--- config.mk ---
export PLATFORM = sky130hd
export DESIGN_NAME = mem_access_unit_flat
export DESIGN_NICKNAME = d
export VERILOG_FILES = /design/src/rtl/mem_access_unit_pkg.sv /design/src/rtl/mem_access_unit_if.sv /design/src/rtl/mem_access_unit_lane_align.sv /design/src/rtl/mem_access_unit.sv /design/src/flat_wrapper.sv
export SDC_FILE = /design/constraint.sdc
export NUM_CORES = 1
export LEC_CHECK = 0
export CAP_MARGIN = 20
export CELL_PAD_IN_SITES_DETAIL_PLACEMENT = 1
export CELL_PAD_IN_SITES_GLOBAL_PLACEMENT = 1
export CORE_AREA = 2 2 211 213
export CTS_CLUSTER_SIZE = 12
export DETAILED_ROUTE_END_ITERATION = 16
export DIE_AREA = 0 0 213 215
export MAX_ROUTING_LAYER = met4
export PLACE_DENSITY_LB_ADDON = 0.15
export SETUP_SLACK_MARGIN = 0.3
export SLEW_MARGIN = 10
export SYNTH_ARGS = -nofsm -noshare
export SYNTH_HDL_FRONTEND = slang
export SYNTH_HIERARCHICAL = 1
export SYNTH_SLANG_ARGS = --single-unit
--- constraint.sdc ---
create_clock -name clk -period 8.9 [get_ports clk]
set_input_delay 0.89 -clock clk [delete_from_list [all_inputs] [get_ports clk]]
set_output_delay 0.89 -clock clk [all_outputs]
set_load 0.05 [all_outputs]
--- src/rtl/mem_access_unit_pkg.sv ---
// ============================================================================
// Module      : mem_access_pkg
// Description : Shared encodings for the memory access unit.
// Revision    : 1.0
// ============================================================================
`default_nettype none

package mem_access_pkg;

    localparam logic [1:0] SZ_B = 2'b00;
    localparam logic [1:0] SZ_H = 2'b01;
    localparam logic [1:0] SZ_W = 2'b10;
    localparam logic [1:0] SZ_D = 2'b11;

    localparam logic [2:0] WB_ADDR  = 3'b000;
    localparam logic [2:0] WB_MEM   = 3'b010;
    localparam logic [2:0] WB_ALULO = 3'b011;
    localparam logic [2:0] WB_CP0   = 3'b100;
    localparam logic [2:0] WB_HI    = 3'b101;
    localparam logic [2:0] WB_LO    = 3'b110;

    typedef enum logic [0:0] {
        IDLE = 1'b0,
        BUSY = 1'b1
    } state_e;

    function automatic logic [3:0] size_bytes(input logic [1:0] size);
        return 4'd1 << size;
    endfunction

endpackage

`default_nettype wire

--- src/rtl/mem_access_unit_if.sv ---
// ============================================================================
// Module      : mem_access_unit_if
// Description : Pipeline-side and memory-side bundle of the memory access unit.
// Revision    : 1.0
// ============================================================================
`default_nettype none

interface mem_access_unit_if #(
    parameter int AW = 32,
    parameter int DW = 32
);
    localparam int NB = DW / 8;

    logic          in_valid;
    logic          in_load;
    logic          in_store;
    logic [1:0]    in_size;
    logic          in_unsigned;
    logic [AW-1:0] in_addr;
    logic [DW-1:0] in_wdata;
    logic [2:0]    in_rf_sel;
    logic [DW-1:0] in_alu_lo;
    logic [DW-1:0] in_cp0;
    logic [DW-1:0] in_hi;
    logic [DW-1:0] in_lo;
    logic          stall;
    logic          out_valid;
    logic [DW-1:0] out_wb;
    logic          exc_misalign;
    logic          exc_bus;
    logic          mem_req;
    logic          mem_we;
    logic [NB-1:0] mem_be;
    logic [AW-1:0] mem_addr;
    logic [DW-1:0] mem_wdata;
    logic          mem_ack;
    logic [DW-1:0] mem_rdata;

    modport slave (
        input  in_valid, in_load, in_store, in_size, in_unsigned, in_addr,
               in_wdata, in_rf_sel, in_alu_lo, in_cp0, in_hi, in_lo,
               mem_ack, mem_rdata,
        output stall, out_valid, out_wb, exc_misalign, exc_bus,
               mem_req, mem_we, mem_be, mem_addr, mem_wdata
    );

    modport master (
        output in_valid, in_load, in_store, in_size, in_unsigned, in_addr,
               in_wdata, in_rf_sel, in_alu_lo, in_cp0, in_hi, in_lo,
               mem_ack, mem_rdata,
        input  stall, out_valid, out_wb, exc_misalign, exc_bus,
               mem_req, mem_we, mem_be, mem_addr, mem_wdata
    );

endinterface

`default_nettype wire

--- src/rtl/mem_access_unit_lane_align.sv ---
// ============================================================================
// Module      : mem_lane_align
// Description : Byte-enable / store replication and load extraction/extension.
// Revision    : 1.0
// ============================================================================
`default_nettype none

module mem_lane_align
    import mem_access_pkg::*;
#(
    parameter  int DW = 32,
    localparam int NB = DW / 8,
    localparam int LB = $clog2(NB)
) (
    input  logic [1:0]    st_size_i,
    input  logic [LB-1:0] st_off_i,
    input  logic [DW-1:0] st_wdata_i,
    output logic [NB-1:0] be_o,
    output logic [DW-1:0] wdata_o,
    input  logic [1:0]    ld_size_i,
    input  logic [LB-1:0] ld_off_i,
    input  logic          ld_unsigned_i,
    input  logic [DW-1:0] ld_rdata_i,
    output logic [DW-1:0] ld_data_o
);

    logic [3:0]    w_st_bytes;
    logic [3:0]    w_ld_bytes;
    logic [NB-1:0] w_mask;
    logic [DW-1:0] w_shifted;
    logic          w_sign;

    always_comb begin
        w_st_bytes = size_bytes(st_size_i);
        w_ld_bytes = size_bytes(ld_size_i);
        w_mask     = '0;
        wdata_o    = '0;
        ld_data_o  = '0;
        w_sign     = 1'b0;

        for (int i = 0; i < NB; i++) begin
            w_mask[i] = (i < int'(w_st_bytes));
        end
        be_o = w_mask << st_off_i;

        // Each lane repeats the store byte that sits at the same offset within its slot.
        for (int i = 0; i < NB; i++) begin
            wdata_o[8*i +: 8] = st_wdata_i[8*(i & (int'(w_st_bytes) - 1)) +: 8];
        end

        w_shifted = ld_rdata_i >> {ld_off_i, 3'b000};
        for (int i = 0; i < NB; i++) begin
            if (i == int'(w_ld_bytes) - 1) begin
                w_sign = w_shifted[8*i+7];
            end
        end
        for (int i = 0; i < NB; i++) begin
            ld_data_o[8*i +: 8] = (i < int'(w_ld_bytes)) ? w_shifted[8*i +: 8]
                                                        : {8{w_sign & ~ld_unsigned_i}};
        end
    end

endmodule

`default_nettype wire

--- src/rtl/mem_access_unit.sv ---
// ============================================================================
// Module      : mem_access_unit
// Description : Memory/writeback stage with req/ack data memory and timeout.
// Revision    : 1.0
// ============================================================================
`default_nettype none

module mem_access_unit
    import mem_access_pkg::*;
#(
    parameter int AW      = 32,
    parameter int DW      = 32,
    parameter int TIMEOUT = 16
) (
    input  logic             clk,
    input  logic             rst,
    mem_access_unit_if.slave bus
);

    localparam int NB = DW / 8;
    localparam int LB = $clog2(NB);
    localparam int CW = (TIMEOUT > 1) ? $clog2(TIMEOUT) : 1;
    localparam logic [CW-1:0] c_to_last = CW'(TIMEOUT - 1);

    state_e        state_q, state_d;
    logic [CW-1:0] cnt_q, cnt_d;
    logic          valid_q, valid_d;
    logic          exc_mis_q, exc_mis_d;
    logic          exc_bus_q, exc_bus_d;
    logic [DW-1:0] wb_q, wb_d;
    logic          we_q, we_d;
    logic [NB-1:0] be_q, be_d;
    logic [AW-1:0] maddr_q, maddr_d;
    logic [DW-1:0] wdata_q, wdata_d;
    logic          ld_q, ld_d;
    logic [1:0]    size_q, size_d;
    logic [LB-1:0] off_q, off_d;
    logic          uns_q, uns_d;
    logic [2:0]    sel_q, sel_d;
    logic [DW-1:0] addr_q, addr_d;
    logic [DW-1:0] alu_q, alu_d;
    logic [DW-1:0] cp0_q, cp0_d;
    logic [DW-1:0] hi_q, hi_d;
    logic [DW-1:0] lo_q, lo_d;

    logic          w_accept;
    logic          w_is_mem;
    logic [3:0]    w_bytes;
    logic          w_illegal;
    logic          w_misalign;
    logic [NB-1:0] w_be;
    logic [DW-1:0] w_wdata;
    logic [DW-1:0] w_ld_data;

    function automatic logic [DW-1:0] f_wb_mux(
        input logic [2:0]    sel,
        input logic [DW-1:0] addr,
        input logic [DW-1:0] mem,
        input logic [DW-1:0] alu,
        input logic [DW-1:0] cp0,
        input logic [DW-1:0] hi,
        input logic [DW-1:0] lo
    );
        case (sel)
            WB_ADDR:  return addr;
            WB_MEM:   return mem;
            WB_ALULO: return alu;
            WB_CP0:   return cp0;
            WB_HI:    return hi;
            WB_LO:    return lo;
            default:  return lo;
        endcase
    endfunction

    assign w_accept   = bus.in_valid & (state_q == IDLE);
    assign w_is_mem   = bus.in_load | bus.in_store;
    assign w_bytes    = size_bytes(bus.in_size);
    assign w_illegal  = int'(w_bytes) > NB;
    assign w_misalign = |(bus.in_addr[2:0] & 3'(w_bytes - 4'd1));

    mem_lane_align #(.DW(DW)) u_align (
        .st_size_i     (bus.in_size),
        .st_off_i      (bus.in_addr[LB-1:0]),
        .st_wdata_i    (bus.in_wdata),
        .be_o          (w_be),
        .wdata_o       (w_wdata),
        .ld_size_i     (size_q),
        .ld_off_i      (off_q),
        .ld_unsigned_i (uns_q),
        .ld_rdata_i    (bus.mem_rdata),
        .ld_data_o     (w_ld_data)
    );

    always_comb begin
        state_d   = state_q;
        cnt_d     = cnt_q;
        valid_d   = 1'b0;
        exc_mis_d = 1'b0;
        exc_bus_d = 1'b0;
        wb_d      = '0;
        we_d      = we_q;
        be_d      = be_q;
        maddr_d   = maddr_q;
        wdata_d   = wdata_q;
        ld_d      = ld_q;
        size_d    = size_q;
        off_d     = off_q;
        uns_d     = uns_q;
        sel_d     = sel_q;
        addr_d    = addr_q;
        alu_d     = alu_q;
        cp0_d     = cp0_q;
        hi_d      = hi_q;
        lo_d      = lo_q;

        case (state_q)
            IDLE: begin
                if (w_accept) begin
                    // Upstream may move on after accept, so everything needed later is held here.
                    ld_d   = bus.in_load;
                    size_d = bus.in_size;
                    off_d  = bus.in_addr[LB-1:0];
                    uns_d  = bus.in_unsigned;
                    sel_d  = bus.in_rf_sel;
                    addr_d = DW'(bus.in_addr);
                    alu_d  = bus.in_alu_lo;
                    cp0_d  = bus.in_cp0;
                    hi_d   = bus.in_hi;
                    lo_d   = bus.in_lo;
                    if (!w_is_mem) begin
                        valid_d = 1'b1;
                        wb_d    = f_wb_mux(bus.in_rf_sel, DW'(bus.in_addr), '0, bus.in_alu_lo,
                                           bus.in_cp0, bus.in_hi, bus.in_lo);
                    end else if (w_illegal || w_misalign) begin
                        valid_d   = 1'b1;
                        exc_mis_d = 1'b1;
                    end else begin
                        state_d = BUSY;
                        cnt_d   = '0;
                        we_d    = ~bus.in_load;
                        be_d    = w_be;
                        maddr_d = {bus.in_addr[AW-1:LB], {LB{1'b0}}};
                        wdata_d = w_wdata;
                    end
                end
            end
            BUSY: begin
                if (bus.mem_ack) begin
                    state_d = IDLE;
                    valid_d = 1'b1;
                    wb_d    = f_wb_mux(sel_q, addr_q, ld_q ? w_ld_data : '0, alu_q,
                                       cp0_q, hi_q, lo_q);
                end else if (TIMEOUT > 0 && cnt_q == c_to_last) begin
                    state_d   = IDLE;
                    valid_d   = 1'b1;
                    exc_bus_d = 1'b1;
                end else begin
                    cnt_d = cnt_q + CW'(1);
                end
            end
            default: state_d = IDLE;
        endcase
    end

    always_ff @(posedge clk or posedge rst) begin
        if (rst) begin
            state_q   <= IDLE;
            cnt_q     <= '0;
            valid_q   <= 1'b0;
            exc_mis_q <= 1'b0;
            exc_bus_q <= 1'b0;
            wb_q      <= '0;
            we_q      <= 1'b0;
            be_q      <= '0;
            maddr_q   <= '0;
            wdata_q   <= '0;
            ld_q      <= 1'b0;
            size_q    <= '0;
            off_q     <= '0;
            uns_q     <= 1'b0;
            sel_q     <= '0;
            addr_q    <= '0;
            alu_q     <= '0;
            cp0_q     <= '0;
            hi_q      <= '0;
            lo_q      <= '0;
        end else begin
            state_q   <= state_d;
            cnt_q     <= cnt_d;
            valid_q   <= valid_d;
            exc_mis_q <= exc_mis_d;
            exc_bus_q <= exc_bus_d;
            wb_q      <= wb_d;
            we_q      <= we_d;
            be_q      <= be_d;
            maddr_q   <= maddr_d;
            wdata_q   <= wdata_d;
            ld_q      <= ld_d;
            size_q    <= size_d;
            off_q     <= off_d;
            uns_q     <= uns_d;
            sel_q     <= sel_d;
            addr_q    <= addr_d;
            alu_q     <= alu_d;
            cp0_q     <= cp0_d;
            hi_q      <= hi_d;
            lo_q      <= lo_d;
        end
    end

    assign bus.stall        = (state_q == BUSY);
    assign bus.mem_req      = (state_q == BUSY);
    assign bus.out_valid    = valid_q;
    assign bus.out_wb       = wb_q;
    assign bus.exc_misalign = exc_mis_q;
    assign bus.exc_bus      = exc_bus_q;
    assign bus.mem_we       = we_q;
    assign bus.mem_be       = be_q;
    assign bus.mem_addr     = maddr_q;
    assign bus.mem_wdata    = wdata_q;

endmodule

`default_nettype wire

--- src/flat_wrapper.sv ---
// flat-port wrapper written by rule: the top's interface ports become plain ports
module mem_access_unit_flat import mem_access_pkg::*;
#(
    parameter int AW      = 32,
    parameter int DW      = 32,
    parameter int TIMEOUT = 16
)
  (clk, rst, bus_in_valid, bus_in_load, bus_in_store, bus_in_size, bus_in_unsigned, bus_in_addr, bus_in_wdata, bus_in_rf_sel, bus_in_alu_lo, bus_in_cp0, bus_in_hi, bus_in_lo, bus_mem_ack, bus_mem_rdata, bus_stall, bus_out_valid, bus_out_wb, bus_exc_misalign, bus_exc_bus, bus_mem_req, bus_mem_we, bus_mem_be, bus_mem_addr, bus_mem_wdata);
  mem_access_unit_if #(.AW(AW), .DW(DW)) bus_i ();
  input  logic clk;
  input  logic rst;
  input wire logic [$bits(bus_i.in_valid)-1:0] bus_in_valid;
  input wire logic [$bits(bus_i.in_load)-1:0] bus_in_load;
  input wire logic [$bits(bus_i.in_store)-1:0] bus_in_store;
  input wire logic [$bits(bus_i.in_size)-1:0] bus_in_size;
  input wire logic [$bits(bus_i.in_unsigned)-1:0] bus_in_unsigned;
  input wire logic [$bits(bus_i.in_addr)-1:0] bus_in_addr;
  input wire logic [$bits(bus_i.in_wdata)-1:0] bus_in_wdata;
  input wire logic [$bits(bus_i.in_rf_sel)-1:0] bus_in_rf_sel;
  input wire logic [$bits(bus_i.in_alu_lo)-1:0] bus_in_alu_lo;
  input wire logic [$bits(bus_i.in_cp0)-1:0] bus_in_cp0;
  input wire logic [$bits(bus_i.in_hi)-1:0] bus_in_hi;
  input wire logic [$bits(bus_i.in_lo)-1:0] bus_in_lo;
  input wire logic [$bits(bus_i.mem_ack)-1:0] bus_mem_ack;
  input wire logic [$bits(bus_i.mem_rdata)-1:0] bus_mem_rdata;
  output wire logic [$bits(bus_i.stall)-1:0] bus_stall;
  output wire logic [$bits(bus_i.out_valid)-1:0] bus_out_valid;
  output wire logic [$bits(bus_i.out_wb)-1:0] bus_out_wb;
  output wire logic [$bits(bus_i.exc_misalign)-1:0] bus_exc_misalign;
  output wire logic [$bits(bus_i.exc_bus)-1:0] bus_exc_bus;
  output wire logic [$bits(bus_i.mem_req)-1:0] bus_mem_req;
  output wire logic [$bits(bus_i.mem_we)-1:0] bus_mem_we;
  output wire logic [$bits(bus_i.mem_be)-1:0] bus_mem_be;
  output wire logic [$bits(bus_i.mem_addr)-1:0] bus_mem_addr;
  output wire logic [$bits(bus_i.mem_wdata)-1:0] bus_mem_wdata;
  assign bus_i.in_valid = bus_in_valid;
  assign bus_i.in_load = bus_in_load;
  assign bus_i.in_store = bus_in_store;
  assign bus_i.in_size = bus_in_size;
  assign bus_i.in_unsigned = bus_in_unsigned;
  assign bus_i.in_addr = bus_in_addr;
  assign bus_i.in_wdata = bus_in_wdata;
  assign bus_i.in_rf_sel = bus_in_rf_sel;
  assign bus_i.in_alu_lo = bus_in_alu_lo;
  assign bus_i.in_cp0 = bus_in_cp0;
  assign bus_i.in_hi = bus_in_hi;
  assign bus_i.in_lo = bus_in_lo;
  assign bus_i.mem_ack = bus_mem_ack;
  assign bus_i.mem_rdata = bus_mem_rdata;
  assign bus_stall = bus_i.stall;
  assign bus_out_valid = bus_i.out_valid;
  assign bus_out_wb = bus_i.out_wb;
  assign bus_exc_misalign = bus_i.exc_misalign;
  assign bus_exc_bus = bus_i.exc_bus;
  assign bus_mem_req = bus_i.mem_req;
  assign bus_mem_we = bus_i.mem_we;
  assign bus_mem_be = bus_i.mem_be;
  assign bus_mem_addr = bus_i.mem_addr;
  assign bus_mem_wdata = bus_i.mem_wdata;
  mem_access_unit #(.AW(AW), .DW(DW), .TIMEOUT(TIMEOUT)) u_core (.clk(clk), .rst(rst), .bus(bus_i));
endmodule
# [Yosys cells after proc, flatten, opt, wreduce, memory -nomap -nowiden]
# Cells that the tools add are included.
[word_totals] inputBits=236 out_inout_bits=106 word_cells=111 ff_bits=276
[op_classes] reduce_logical=8 n_eq_ne=17 n_shift=7 magnitude_cmp=9 add_sub_neg=4 n_mux=38 bitwise_logic=8
[op_table] op="$pmux 32 s5" n=2
[op_table] op="$mux 32" n=4
[op_table] op="$pmux 32 s2" n=1
[op_table] op="$shiftx 32x6->8" n=2
[op_table] op="$logic_not 32->1" n=1
[op_table] op="$mux 8" n=4
[op_table] op="$shiftx 32x5->8" n=1
[op_table] op="$shr 32x5->32" n=1
[op_table] op="$mux 4" n=5
[op_table] op="$mux 1" n=19
[op_table] op="$lt 1x4->1 const A" n=4
[op_table] op="$lt 2x4->1 const A" n=4
[op_table] op="$eq 3x2->1 const B" n=4
[op_table] op="$eq 3x3->1 const B" n=4
[op_table] op="$eq 3x5->1 const A" n=2
[op_table] op="$pmux 4 s2" n=1
[op_table] op="$shl 1x2->4 const A" n=2
[op_table] op="$logic_not 3->1" n=2
[op_table] op="$ne 2x2->1 const B" n=3
[op_table] op="$eq 2x5->1 const A" n=1
[op_table] op="$reduce_and 5->1" n=1
[op_table] op="$sub 4x1->5 const B" n=1
[op_table] op="$add 4x1->4 const B" n=1
[op_table] op="$eq 4x4->1 const B" n=1
[op_table] op="other kinds (14)" n=20

# [Longest topological paths before layout]
# Gate-level depths: netlist of run 1.
[logic_depth] depth_word=13 mapped_depth=9 mapped_depth_nobuf=7

# [Hierarchy]
# Netlist of run 1, hierarchy kept.
[modules_own_cells] module="mem_access_unit" instances=1 area_per_inst_um2=13325.3 seq_area_each_um2=6856.6 cells_each=1475
[modules_own_cells] module="mem_lane_align" instances=1 area_per_inst_um2=1333.8 seq_area_each_um2=0.0 cells_each=165

# [Least setup slack after synthesis of run 1]
# OpenSTA, ideal clock, no wires.
[synth_timing] path_type="input to register" startpoint="in bus_in_size[1]" endpoint="reg u_core.wdata_q[16], in the netlist u_core/bus.mem_wdata[16]" n_path_buf=3 t_required_ns=8.775 arrival_ns=2.859 cell_stages=8 slack_ns=5.917 path_cell_list="nor2_2 buf_6 inv_1 ha_1 clkbuf_1 buf_2 mux2_2 mux2_2"
[synth_between] word_cells_on_any_way=10 classes_between="2 x add/sub; 1 x order compare; 2 x shift; 2 x bitwise; 3 x reduce/logical"
[synth_lines] element="start: declaration" line_no="flat_wrapper.sv:15" rtl="input wire logic [$bits(bus_i.in_size)-1:0] bus_in_size;"
[synth_lines] element="$shl 1x2->4" line_no="mem_access_unit_pkg.sv:28" rtl="return 4'd1 << size;"
[synth_lines] element="$sub 2x1->2" line_no="mem_access_unit_lane_align.sv:48" rtl="wdata_o[8*i +: 8] = st_wdata_i[8*(i & (int'(w_st_bytes) - 1)) +: 8];"
[synth_lines] element="$shiftx 32x6->8" line_no="mem_access_unit_lane_align.sv:48"
[synth_lines] element="via u_core.w_wdata[16]" line_no="mem_access_unit.sv:52" rtl="logic [DW-1:0] w_wdata;"
[synth_lines] element="end signal: assignment" line_no="mem_access_unit.sv:197" rtl="wdata_q <= wdata_d;"
[synth_lines] element="end: declaration" line_no="mem_access_unit.sv:34" rtl="logic [DW-1:0] wdata_q, wdata_d;"
# The timed path passes the listed nets, and every way through them passes these cells.
# A chain may end at the register's enable or synchronous reset.

# [Worst setup path after layout of run 1]
[layout_timing] startpoint="in bus_in_size[1]" endpoint="reg u_core.wdata_q[24], in the netlist u_core/bus.mem_wdata[24]"
# The elaborated chain is that of the path after synthesis.

==> results_dict.tcl, run 1 <==
set metrics [dict create \
    r2r-end "u_core/bus.out_wb[16]" \
    crit_path_cell_trace "clkdlybuf4s50_1 > nor2_2 > inv_1 > ha_1 > mux4_2 > mux2_1" \
    clock_latency_ps 540 \
    seqPwrFrac_pct 35.1 \
    slowest_stage "nor2_2" \
    ir_drop_uv 142 \
    viasPerCell 5.28 \
    ant_nets 0 \
    min_from "u_core/alu_q[26]" \
    synth_area_per_cell_um2 8.94 \
    path_max_fanout 19 \
    cp-start-kind "input pin" \
    status "completed" \
    cp.required_ps 9330 \
    postCtsSetupBuffers 0 \
    fmax_ghz 0.267 \
    num-nets-final 2134 \
    ff_latch_area_um2 6860 \
    grt.total_usage_pct 26.8 \
    vias 13300 \
    ys_seq_area_share_pct 46.8 \
    layout_common_cells "535 x nand2_1, 336 x clkdlybuf4s50_1, 272 x dfrtp_1" \
    firstDrtPassIters 5 \
    rrSetupSlack_ps 5860 \
    postSynth.asyncResetShare_pct 100 \
    cts_root_buffer "clkbuf_16" \
    min_period_ps 3750 \
    start_util_pct 33.6 \
    tritoncts "yes" \
    clkPwrFrac_pct 29.8 \
    synthFlopType "dfrtp_1" \
    multi_input_area_um2 7150 \
    die-area_um2 45800 \
    synth_seq_cells 274 \
    timing.hold.ws_ps 467 \
    syn_to_final_growth_pct 32.9 \
    cts_hold_buf 0 \
    cpPeakStageDelay_ps 870 \
    setup_viol 0 \
    cts_resized 0 \
    die_h_um 215 \
    power_density_nw_per_um2 240 \
    min_path_type "register to register" \
    io_pins 342 \
    totalNegativeSetupSlack_ps 0 \
    num_rows 77 \
    report.final.slew_viol_count 0 \
    timing_worst_setup_path_type "input pin to register" \
    critPathCaptureType "register" \
    drtIter0Drc 828 \
    numCtsBuffers 34 \
    grt_pass1_vias 14000 \
    layout_commonest_cell "nand2_1" \
    cts_num_sinks 274 \
    reg2regPathDepth 6 \
    fin_cells 2520 \
    synth_edf_count 0 \
    htree_levels 2 \
    netlist_area_um2 14700 \
    whs_path_depth 2 \
    maxCapViolCount 0 \
    drt_wl_total_mm 59.9 \
    wl_per_cell_um 23.8 \
    nFillCells 4952 \
    clk_pin_slew_ps 60 \
    pre_cts_slack_ps 4550 \
    p_int_mw 2.90 \
    skew_ps 16.0 \
    tightest_slew_ps 1090 \
    slew_headroom_pct 26.9 \
    hold_viol 0 \
    grt_pass1_wl_mm 89.3 \
    combinationalPowerShare_pct 35.1 \
    min_period_over_period_pct 42.1 \
    rsz0062_at_grt "no" \
    layout-drive-gt1-share_pct 10.2 \
    r2r-start "u_core/sel_q[0]" \
    die_w_um 213 \
    dp_hpwl_mm 41.7 \
    grt_max_degree 100 \
    yosys_warnings 6 \
    antenna_found_initial 10 \
    place.port_buffers 339 \
    routabilityCongestion 0.856 \
    path_buf_inv 2 \
    path_delay_family "multiplexers" \
    synth_cells 1640 \
    leakagePower_nw 8.45 \
    switchingPower_mw 1.77 \
    critPathArrivalTime_ps 4170 \
    timing.final.ws_setup_ps 5150 \
    clockBufferDepth 3 \
    yosys.cell_types.count 53 \
    switching_share_pct 37.9 \
    core_um2 43600 \
    dp.cells 2449 \
    drcViolationCount 0 \
    whs_endpoint "u_core/alu_q[26]" \
    final_core_util_pct 44.6 \
    overflow 0 \
]
==> worst max-delay path by stage <==
stage	startpoint	to	slack (ps)	cells after the start
after floorplan	rst	u_core/addr_q[10]	460	1
after global placement	bus_in_valid	u_core/bus.mem_wdata[24]	4690	6
after detailed placement	bus_in_size[1]	u_core/bus.mem_wdata[24]	4550	6
after CTS	bus_in_size[1]	u_core/bus.mem_wdata[24]	5130	6
after global routing	bus_in_size[1]	u_core/bus.mem_wdata[24]	4930	6
final	bus_in_size[1]	u_core/bus.mem_wdata[24]	5150	6
==> stage by stage <==
step | instance area (µm²) | total power, mW
floorplan | 14700 | 2.63
global placement | 18300 | 3.25
detailed placement | 18300 | 3.28
CTS | 19400 | 4.70
global route | 19500 | 4.88
finish | 19500 | 4.67
==> layer usage <==
layer | vias up | track usage [%] | routed length [µm]
met5 | - | - | 0
met4 | 0 | 7.97 | 1360
met3 | 77 | 6.25 | 4340
met2 | 434 | 37.0 | 25800
met1 | 6680 | 38.8 | 28400
li1 | 6119 | - | -
==> Yosys cell counts, types with 17 or more instances <==
library cell	instances	area [µm²]
nor3_1	63	315
o22ai_1	25	156
clkbuf_1	77	289
mux2_2	62	698
nand2_1	535	2010
a2bb2oi_1	25	219
a21oi_1	116	581
o31a_1	17	149
buf_2	40	200
dfrtp_1	274	6860
mux2i_1	26	260
nand2b_1	36	225
nor2_1	24	90.1
o21ai_0	65	325
o32a_1	31	310
nor2b_1	46	288
mux2_1	29	327
==> tightest hold or removal path, stage by stage, from the launching register on <==
cell and delay [ps]:
dfrtp_1 330, nand2_1 50, nand2_1 50
==> area by class of cell <==
class                      instances  area share (%)
inverter                           8           0.193
timing repair buffer             361            18.4
sequential                       274            35.2
antenna                           11           0.141
tap                              592            3.80
multi-input combinational       1216            36.7
clock inverter                     5           0.289
clock buffer                      53            5.30
==> flip-flops by register name, summed over array words and instances (netlist names), 30 cells and up <==
signal / count
u_core/bus.mem_wdata: 32
u_core/hi_q: 32
u_core/alu_q: 32
u_core/bus.mem_addr: 30
u_core/addr_q: 31
u_core/bus.out_wb: 32
u_core/cp0_q: 32
u_core/lo_q: 32
==> cell families (layout without fill, tap and decap cells) <==
family                     after synthesis  in the layout  synth area share [%]
other                                    1             13                0.0256
DFF                                    274            274                  46.8
xor gates and xnor gates                 3              3                 0.179
AOI/OAI and AO/OA                      350            350                  16.5
muxes                                  126            126                  10.3
adders and majority gates                3              3                 0.256
buffers and inverters                  151            427                  4.77
and+or+nand+nor                        732            732                  21.2
==> power by group through the flow <==
stage | Clock (mW) | Combinational, mW | Sequential [mW]
final | 1.39 | 1.64 | 1.64
after global routing | 1.48 | 1.74 | 1.67
after CTS | 1.43 | 1.63 | 1.64
after detailed placement | 0 | 1.63 | 1.66
after global placement | 0 | 1.60 | 1.65
after floorplan | 0 | 0.658 | 1.97
Note: power is estimated with default switching activity, not from simulation.
==> run 2: changes to the inputs <==
- clock period: 8.9 -> 3.05 ns (I/O delays scaled with it)
==> run 2 against run 1 <==
Compared with the run above:
- design area grew 2.1%
- register-to-register slack worse by 5300 ps
- first-iteration DRC count grew 29%
- total power grew to 3.0 times the previous value
- clock-buffer cell count rose by 2
- sequential share of layout area decreased by 0.74 points
- setup slack got worse by 4500 ps
- combinational power increased to 3.0 times the previous value
- critical path depth up 1
- via count grew 2.0%
- non-clock buffer count up 26
- critical path type is now register to register
- critical endpoint is now u_core/bus.out_wb[26]
==> results_dict.tcl, run 2 (same netlist as run 1, synthesis figures left out) <==
set metrics [dict create \
    status "completed" \
    fmax_ghz 0.409 \
    ir_drop_uv 578 \
    clk_pin_slew_ps 60 \
    power_density_nw_per_um2 705 \
    final_core_util_pct 45.6 \
    vias 13600 \
    min_period_over_period_pct 80.2 \
    cts_resized 0 \
    leakagePower_nw 8.68 \
    drt_wl_total_mm 62.6 \
    path_max_fanout 12 \
    r2r-start "u_core/off_q[0]" \
    tritoncts "yes" \
    cpPeakStageDelay_ps 530 \
    critPathArrivalTime_ps 2880 \
    io_pins 342 \
    overflow 0 \
    seqPwrFrac_pct 34.0 \
    grt_max_degree 169 \
    nFillCells 4990 \
    place.port_buffers 339 \
    critPathCaptureType "register" \
    r2r-end "u_core/bus.out_wb[26]" \
    timing_worst_setup_path_type "register to register" \
    num-nets-final 2162 \
    clockBufferDepth 3 \
    grt.total_usage_pct 28.2 \
    min_period_ps 2450 \
    grt_pass1_wl_mm 92.9 \
    slowest_stage "o221ai_4" \
    die-area_um2 45800 \
    placed_area_um2 18700 \
    fin_cells 2544 \
    timing.hold.ws_ps 162 \
    report.final.slew_viol_count 0 \
    numCtsBuffers 36 \
    ant_nets 0 \
    crit_path_cell_trace "mux2_2 > o221ai_4 > buf_4 > o21ai_0 > a21oi_1 > o32a_1 > o21ai_2" \
    slew_headroom_pct 36.9 \
    cp-start-kind "register" \
    die_h_um 215 \
    num_rows 77 \
    rsz0062_at_grt "no" \
    hold_viol 0 \
    htree_levels 2 \
    drcViolationCount 0 \
    layout_commonest_cell "nand2_1" \
    grt_pass1_vias 14200 \
    postCtsSetupBuffers 0 \
    setup_viol 0 \
    die_w_um 213 \
    cp.required_ps 3480 \
    path_delay_family "compound AO/OA/AOI/OAI gates" \
    combinationalPowerShare_pct 34.6 \
    reg2regPathDepth 7 \
    switching_share_pct 37.0 \
    skew_ps 24.2 \
    drtIter0Drc 1072 \
    clkPwrFrac_pct 31.5 \
    stdcell_area_um2 19900 \
    p_int_mw 8.85 \
    dp.cells 2477 \
    start_util_pct 33.6 \
    core_um2 43600 \
    tightest_slew_ps 946 \
    switchingPower_mw 5.19 \
    layout_common_cells "535 x nand2_1, 336 x clkdlybuf4s50_1, 272 x dfrtp_1" \
    routabilityCongestion 0.940 \
    cts_root_buffer "clkbuf_16" \
    min_path_type "input pin to asynchronous set/reset pin" \
    clock_latency_ps 560 \
    maxCapViolCount 0 \
    wl_per_cell_um 24.6 \
    layout-drive-gt1-share_pct 11.8 \
    dp_hpwl_mm 44.6 \
    rrSetupSlack_ps 600 \
    path_buf_inv 1 \
    cts_num_sinks 274 \
    cts_hold_buf 0 \
    antenna_found_initial 4 \
    syn_to_final_growth_pct 35.7 \
    firstDrtPassIters 5 \
    viasPerCell 5.34 \
]
run 2: power by group through the flow:
stage	sequential [mW]	combinational [mW]	clock (mW)
after floorplan	5.76	1.92	0
after global placement	4.79	4.76	0
after detailed placement	4.81	4.83	0
after CTS	4.76	4.85	4.51
after global routing	4.85	5.14	4.65
final	4.77	4.85	4.42
run 2: area by class of cell:
cell class | instances | area [µm²] | share of cell area [%]
inverter | 8 | 33.8 | 0.170
tap | 592 | 741 | 3.72
timing repair buffer | 387 | 3880 | 19.5
sequential | 274 | 6860 | 34.5
antenna | 4 | 10.0 | 0.0503
clock buffer | 55 | 1130 | 5.70
multi-input combinational | 1216 | 7140 | 35.9
clock inverter | 8 | 97.6 | 0.490
run 2: worst reg2reg max path, stage by stage (launching register included):
cell and delay (ps):
dfrtp_1 470, mux2_2 420, o221ai_4 530, buf_4 240, o21ai_0 150, a21oi_1 270
o32a_1 210, o21ai_2 60
run 2: per-layer routing:
layer  track usage [%]  routed length (µm)  vias to the layer above
li1                  -                   -                     6175
met1              40.3               29500                     6832
met2              39.4               26600                      491
met3              7.66                5090                       84
met4              6.99                1450                        0
met5                 -                   0                        -
run 2: per-stage QoR:
step	power, mW	setup TNS [ps]	setup WS (ps)
2_1_floorplan	7.68	-240680	-878
3_3_place_gp	9.55	0	455
3_5_place_dp	9.64	0	363
4_1_cts	14.1	0	645
5_1_grt	14.6	0	431
6_report	14.0	0	605
run 2: worst max path at each step:
stage,startpoint,to,slack [ps],cells after the start
global route,u_core/addr_q[1],u_core/bus.out_wb[30],430,8
global placement,bus_mem_rdata[23],u_core/bus.out_wb[26],460,8
finish,u_core/off_q[0],u_core/bus.out_wb[26],600,7
floorplan,rst,u_core/addr_q[10],-880,1
detailed placement,bus_in_size[1],u_core/bus.mem_wdata[23],360,6
CTS,u_core/off_q[0],u_core/bus.out_wb[26],640,7
